### src/rtl/io_pkg.sv
// Shared constants for the board input-conditioning block:
// LSU address map of the input peripherals and the word layout.
package io_pkg;

    localparam logic [31:0] IO_SW_ADDR  = 32'h7800;
    localparam logic [31:0] IO_BTN_ADDR = 32'h7810;
    localparam int          BTN_EVT_LSB = 16;
    localparam int          IO_WORD_W   = 32;

endpackage

### src/rtl/io_debounce_bit.sv
// One conditioned input bit: 2-flop synchronizer, stability counter
// and accepted level. take flags the edge on which level will flip.
module io_debounce_bit #(
    parameter int DEB_CYCLES = 500000
) (
    input  logic clk,
    input  logic rst_n,
    input  logic raw,
    output logic level,
    output logic take
);

    localparam int CW = (DEB_CYCLES > 1) ? $clog2(DEB_CYCLES) : 1;
    localparam logic [CW-1:0] CNT_LAST = CW'(DEB_CYCLES - 1);

    logic       meta;
    logic       s;
    logic [CW-1:0] cnt;

    // Bring the asynchronous pin into the clock domain.
    always_ff @(posedge clk or negedge rst_n) begin
        if (!rst_n) begin
            meta <= 1'b0;
            s    <= 1'b0;
        end else begin
            meta <= raw;
            s    <= meta;
        end
    end

    // Combinational view of the accept decision, consumed by the edge logic.
    always_comb begin
        take = (s != level) && (cnt == CNT_LAST);
    end

    // Accept a new level only after it has been stable long enough.
    always_ff @(posedge clk or negedge rst_n) begin
        if (!rst_n) begin
            cnt   <= '0;
            level <= 1'b0;
        end else if (s == level) begin
            cnt <= '0;
        end else if (take) begin
            level <= s;
            cnt   <= '0;
        end else begin
            cnt <= cnt + 1'b1;
        end
    end

endmodule

### src/rtl/io_input_cond.sv
// Debounces switches and keys, tracks sticky key-press events and
// packs everything into the 32-bit words read by the LSU.
module io_input_cond
    import io_pkg::*;
#(
    parameter int N_SW       = 18,
    parameter int N_BTN      = 4,
    parameter int DEB_CYCLES = 500000
) (
    input  logic                 i_clk,
    input  logic                 i_rst,
    input  logic [N_SW-1:0]      i_sw_raw,
    input  logic [N_BTN-1:0]     i_btn_n_raw,
    input  logic                 i_evt_clr,
    input  logic [N_BTN-1:0]     i_evt_clr_mask,
    output logic [IO_WORD_W-1:0] o_io_sw,
    output logic [IO_WORD_W-1:0] o_io_btn,
    output logic [N_BTN-1:0]     o_btn_press,
    output logic                 o_evt_pend
);

    logic [N_SW-1:0]  sw_q;
    logic [N_SW-1:0]  sw_take;
    logic [N_BTN-1:0] btn_q;
    logic [N_BTN-1:0] btn_take;
    logic [N_BTN-1:0] press_nxt;
    logic [N_BTN-1:0] flag;
    logic [N_BTN-1:0] flag_nxt;
    logic [N_BTN-1:0] clr_sel;

    for (genvar i = 0; i < N_SW; i++) begin : g_sw
        io_debounce_bit #(.DEB_CYCLES(DEB_CYCLES)) u_deb (
            .clk   (i_clk),
            .rst_n (i_rst),
            .raw   (i_sw_raw[i]),
            .level (sw_q[i]),
            .take  (sw_take[i])
        );
    end

    // Keys are inverted before synchronizing so idle reset state means released.
    for (genvar i = 0; i < N_BTN; i++) begin : g_btn
        io_debounce_bit #(.DEB_CYCLES(DEB_CYCLES)) u_deb (
            .clk   (i_clk),
            .rst_n (i_rst),
            .raw   (~i_btn_n_raw[i]),
            .level (btn_q[i]),
            .take  (btn_take[i])
        );
    end

    // Press is detected one edge early so pulse and flag align with level.
    always_comb begin
        press_nxt = btn_take & ~btn_q;
        clr_sel   = i_evt_clr ? i_evt_clr_mask : '0;
        flag_nxt  = (flag & ~clr_sel) | press_nxt;
    end

    // Register press pulses, sticky flags and the pending summary together.
    always_ff @(posedge i_clk or negedge i_rst) begin
        if (!i_rst) begin
            o_btn_press <= '0;
            flag        <= '0;
            o_evt_pend  <= 1'b0;
        end else begin
            o_btn_press <= press_nxt;
            flag        <= flag_nxt;
            o_evt_pend  <= |flag_nxt;
        end
    end

    // Pack registered state into the LSU-visible words.
    always_comb begin
        o_io_sw = '0;
        o_io_sw[N_SW-1:0] = sw_q;
        o_io_btn = '0;
        o_io_btn[N_BTN-1:0] = btn_q;
        o_io_btn[BTN_EVT_LSB +: N_BTN] = flag;
    end

    logic unused_sw_take;
    assign unused_sw_take = ^sw_take;

endmodule
### config.mk
export PLATFORM = sky130hd
export DESIGN_NAME = io_input_cond
export DESIGN_NICKNAME = d
export VERILOG_FILES = /design/src/rtl/io_pkg.sv /design/src/rtl/io_debounce_bit.sv /design/src/rtl/io_input_cond.sv
export SDC_FILE = /design/constraint.sdc
export NUM_CORES = 1
export LEC_CHECK = 0
export BUFFER_PORTS_ARGS = -buffer_cell sky130_fd_sc_hd__buf_2
export CORE_MARGIN = 2
export CORE_UTILIZATION = 40
export CTS_CLUSTER_DIAMETER = 60
export CTS_CLUSTER_SIZE = 12
export DETAILED_ROUTE_END_ITERATION = 8
export PLACE_DENSITY = 0.59
export SETUP_SLACK_MARGIN = 0.02
export SYNTH_ARGS = -nofsm -noshare
export SYNTH_HDL_FRONTEND = slang
export SYNTH_SLANG_ARGS = --single-unit
export TNS_END_PERCENT = 100
### constraint.sdc
create_clock -name i_clk -period 1.9 [get_ports i_clk]
set_input_delay 0.19 -clock i_clk [delete_from_list [all_inputs] [get_ports i_clk]]
set_output_delay 0.19 -clock i_clk [all_outputs]
set_load 0.005 [all_outputs]
After elaboration in Yosys (flattened, before gate mapping)
Cells that the tools add are included.
- multipliers: 0
- shifts and indexed selects: 0
- bitwise logic cells: 31
- muxes and demuxes: 45
- $add $sub $neg: 22
- equal/unequal tests: 66
- reductions and logical operators: 45
- div/mod/pow operators: 0
- order comparisons: 0
- operators by type and width (cell ; number):
    $mux 19 ; 44
    $add 19x1->19 const B ; 22
    $eq 19x19->1 const B ; 22
    $reduce_and 2->1 ; 22
    $not 1->1 ; 26
    $eq 1x1->1 ; 22
    $logic_and 1x1->1 ; 22
    $ne 1x1->1 ; 22
    $and 4x4->4 ; 2
    $not 4->4 ; 2
    $mux 4 ; 1
    $or 4x4->4 ; 1
    $reduce_or 4->1 ; 1
- memories kept: 0
- memory bits (writable): 0
- register bits: 493
- bits in latches: 0
- ROM bits: 0
- input port bits: 29

Longest topological paths before layout
- depth after elaboration: 5
- mapped depth: 7
- depth with buffers taken out: 5

Modules after synthesis
A second synthesis with hierarchy kept.
- cells, all modules: 2419
- area, all modules: 24916.4 um2
- by module, submodules not included (module ; times used ; cells an instance ; area each (um2)):
    io_debounce_bit ; 22 ; 107 ; 1104.8
    io_input_cond ; 1 ; 65 ; 610.6

Worst setup path after synthesis
OpenSTA, ideal clock, no wires.
- kind: reg2reg
- start: reg g_sw[16].u_deb.cnt[11]
- end: reg g_sw[16].u_deb.level
- data required time: 1.775 ns
- setup slack: -0.130 ns
- buffers on the path: 0
- data arrival time: 1.906 ns
- period minus slack after synthesis: 2.030 ns
- cell stages (with the launch flop): 5
- cells stage by stage: dfrtp_1 > or4_1 > or4_4 > nor2_1 > mux2_2
- word-level cells in the longest chain between the ends: 3
- ends and longest elaborated chain (what ; RTL line ; RTL):
    start, declared ; io_debounce_bit.sv:18 ; logic [CW-1:0] cnt;
    start signal, assigned ; io_debounce_bit.sv:47 ; cnt <= cnt + 1'b1;
    $eq 19x19->1 ; io_debounce_bit.sv:33 ; take = (s != level) && (cnt == CNT_LAST);
    $logic_and 1x1->1 ; io_debounce_bit.sv:33 ;
    $reduce_and 2->1 (no line) ; -- ;
    end signal, assigned ; io_debounce_bit.sv:44 ; level <= s;
    end, declared ; io_debounce_bit.sv:9 ; output logic level,
Every way passes these cells.
A chain may end at the register's enable or synchronous reset.

Worst setup path in the final report
- start: reg g_sw[15].u_deb.cnt[7]
- end: reg g_sw[15].u_deb.level
- word-level cells in the longest chain between the ends: 3
- ends and longest elaborated chain (what ; RTL line):
    start, declared ; io_debounce_bit.sv:18
    start signal, assigned ; io_debounce_bit.sv:47
    $eq 19x19->1 ; io_debounce_bit.sv:33
    $logic_and 1x1->1 ; io_debounce_bit.sv:33
    $reduce_and 2->1 (no line) ; --
    end signal, assigned ; io_debounce_bit.sv:44
    end, declared ; io_debounce_bit.sv:9
Every way passes these cells.

==> impl_metrics.toml <==
[status]
status = "complete, but fails checks"
violations = "negative setup slack"

[synth]
seq_area_frac_synth = 0.5174
synth_top_area_frac = 0.5174
synth_top_flop_cell = "dfrtp_1"
ys_warn_count = 0
synth_area_leader_cell = "dfrtp_1"
synthTopCellsByArea = "dfrtp_1 52%, xnor2_1 6.7%, nor2_1 5.6%"
synth_top_family_by_area = "simple AND/OR/NAND/NOR gates"
ys_types = 55
syn_area_um2 = 23840
synth_seq_cells = 493
synth_xor_area_frac = 0.1084
synth_fa_ha_area_frac = 0.01154
yosys.area_share.simple = 0.2522
syn_avg_cell_area_um2 = 10.01
synth_commonest_cells = "493 x dfrtp_1, 355 x nor2_1, 182 x xnor2_1, 144 x nand2_1, 142 x nand3_1"
yosysMostFrequentCell = "dfrtp_1"
synth_compound_area_frac = 0.05987
muxShareOfSynthArea = 0.01039
synth_edf_count = 0
syn-instance-count = 2383
synthArstFlopShare = 1.000

[placement]
port_buffers = 59
place_congestion = 0.8162
hpwl_mm = 32.49
place_ws_ns = -0.1450

[drt]
firstDrtPassIters = 5
drc_errors = 0
viasPerCell = 5.184
vias = 18020
routedWlPerCell_um = 13.84
drt.antenna.violating_nets = 0
drt_iter0_drc = 802
wirelength_mm = 48.14

[global_route]
grt_pass1_vias = 17860
antenna_found_initial = 0
gr-usage-all-layers = 0.1593
grt_max_degree = 59
grt_pass1_wl_mm = 83.58
grt.overflow.total = 0

[timing]
setup_viol = 106
clock_skew_ns = 0.01846
final.min_clock_period_ns = 2.029
hold_viol = 0
fmax_mhz = 492.8
worst_pin_slew_ns = 0.5511
drv_slew = 0
setup_slack_ns = -0.1294
maxSlewHeadroom = 0.6326
final.period_utilization = 1.068
rsz0062_at_grt = "true"

[floorplanning]
die_h_um = 248.2
core-area_um2 = 59020
row_count = 89
die_x_um = 248.2
dieArea_um2 = 61580
initial_core_util = 0.4040
io_pins = 98

[power]
powerDensity_nw_per_um2 = 739.9
power_uw = 21350
peakVddDrop_v = 0.0006201
cellLeakagePower_uw = 0.01187

[layout]
syn_to_final_growth_pct = 21.03
antenna_cells = 0
drive_above_1_share = 0.1956
final_util = 0.4890
fin_nets = 2738
multi_input_area_um2 = 11140
regArea_um2 = 12340
fillCellCount = 5430

[worst_setup_path]
cp_max_fo = 2
critPathLaunch = "g_sw[15].u_deb.cnt[7]$_DFF_PN0_"
r2r_start = "g_sw[15].u_deb.cnt[7]$_DFF_PN0_"
reg2reg_depth = 4
r2r_slack_ns = -0.13
critPathCapture = "g_sw[15].u_deb.level$_DFFE_PN0P_"
cp-start-kind = "register"
end_kind = "register"
r2r_end = "g_sw[15].u_deb.level$_DFFE_PN0P_"
cp_data_arrival_time_ns = 2.51
required_ns = 2.38
critPathKind = "register to register"

[clocking]
cts_root_buffer = "clkbuf_16"
clock_sinks = 493
clock_latency_ns = 0.59
cts_buffers = 51
clk_path_buf_depth = 3
clk_pin_slew_ns = 0.06
htreeDepth = 2
cts_tree = "yes"

[job]
cap_violations = 0

[worst_hold_path]
hold_path_class = "input pin to register"
hold_path_depth = 5
sequential cells by signal, summed over array words and instances (netlist names):
signal,cells
g_btn.u_deb.s,4
g_sw.u_deb.level,18
o_btn_press,4
g_sw.u_deb.cnt,342
g_btn.u_deb.meta,4
g_sw.u_deb.s,18
g_btn.u_deb.level,4
o_evt_pend,1
flag,4
g_sw.u_deb.meta,18
g_btn.u_deb.cnt,76
through the flow:
stage	std cells	hold WS [ns]	cell area, um^2	TNS, ns
after global routing	3477	0.04369	28860	-13.14
final	3477	0.03789	28860	-6.957
after global placement	3355	0.1897	26430	-2.862
after detailed placement	3355	0.1955	26430	-3.990
after floorplan	2420	-0.1056	24050	-4.214
after CTS	3458	0.001783	28380	-7.009
kinds of logic (layout without fill, tap and decap cells):
family / count (synthesis) / after routing
other cells: 1 / 38
flops: 493 / 493
buf+inv: 178 / 462
compound gates: 230 / 230
mux: 22 / 22
xor+xnor: 295 / 295
simple gates: 1142 / 1142
fa+ha+maj: 22 / 22
critical path, cell delays in order, from the launching register on:
cell     delay, ns
dfrtp_1       0.37
or4_1         0.53
or4_4         0.59
nor2_4        0.13
mux2_4        0.29
report_power, final:
part	internal (uW)	leakage [uW]	total [uW]	switching, uW
Sequential	10700	0.00673	10800	135
Combinational	364	0.00439	942	578
Clock	5560	0.000753	9610	4050
Total	16600	0.0119	21400	4770
timing repair:
item                                    CTS  global route
hold buffers                             24             0
buffers inserted                          7            16
endpoints found under the setup margin   96           205
cloned                                    2             5
hold endpoints to repair                167             0
pin swaps                                11            21
resized for setup                        22           103
routing by layer:
| layer | track usage | share of wire |
|---|---|---|
| met3 | 0.02812 | 0.032 |
| met1 | 0.2111 | 0.47 |
| met2 | 0.2677 | 0.48 |
| met4 | 0.04552 | 0.021 |
| met5 | 0 | 0 |
worst min-delay path by stage:
| stage | endpoint | start | slack [ns] |
|---|---|---|---|
| after floorplan | flag[0]$_DFF_PN0_ | i_rst | -0.11 |
| after global placement | g_sw[14].u_deb.level$_DFFE_PN0P_ | i_rst | 0.19 |
| after detailed placement | g_sw[14].u_deb.level$_DFFE_PN0P_ | i_rst | 0.20 |
| after CTS | flag[0]$_DFF_PN0_ | i_evt_clr | 0.002 |
| after global routing | flag[1]$_DFF_PN0_ | i_evt_clr_mask[1] | 0.04 |
| final | flag[0]$_DFF_PN0_ | i_evt_clr | 0.04 |
cell type report:
type	instances	area share
inverters	66	0.008584
well taps	773	0.03351
repair buffers	326	0.09131
clock buffers	59	0.04708
flip-flops and latches	493	0.4275
multi-input cells	1749	0.3861
clock inverters	11	0.005853
placed cells by master, fill, tap and decap left out, drive strengths merged, types with 3 or more instances in the layout:
cell type and instances:
a21oi 100, a31o 5, and2 27, and3 17, and4 40, buf 302
bufinv 4, clkbuf 59, clkinv 5, conb 38, dfrtp 493, dlygate4sd3 24
ha 22, inv 68, mux2 22, nand2 144, nand2b 4, nand3 142
nand4 107, nand4b 4, nor2 355, nor3 39, nor4 82, nor4b 15
nor4bb 4, o21ai 70, o31a 3, o31ai 36, o41ai 8, or2 13
or3 75, or3b 6, or4 47, or4b 15, or4bb 3, xnor2 182
xor2 113
No activity file was read; power rests on OpenSTA's default activity.
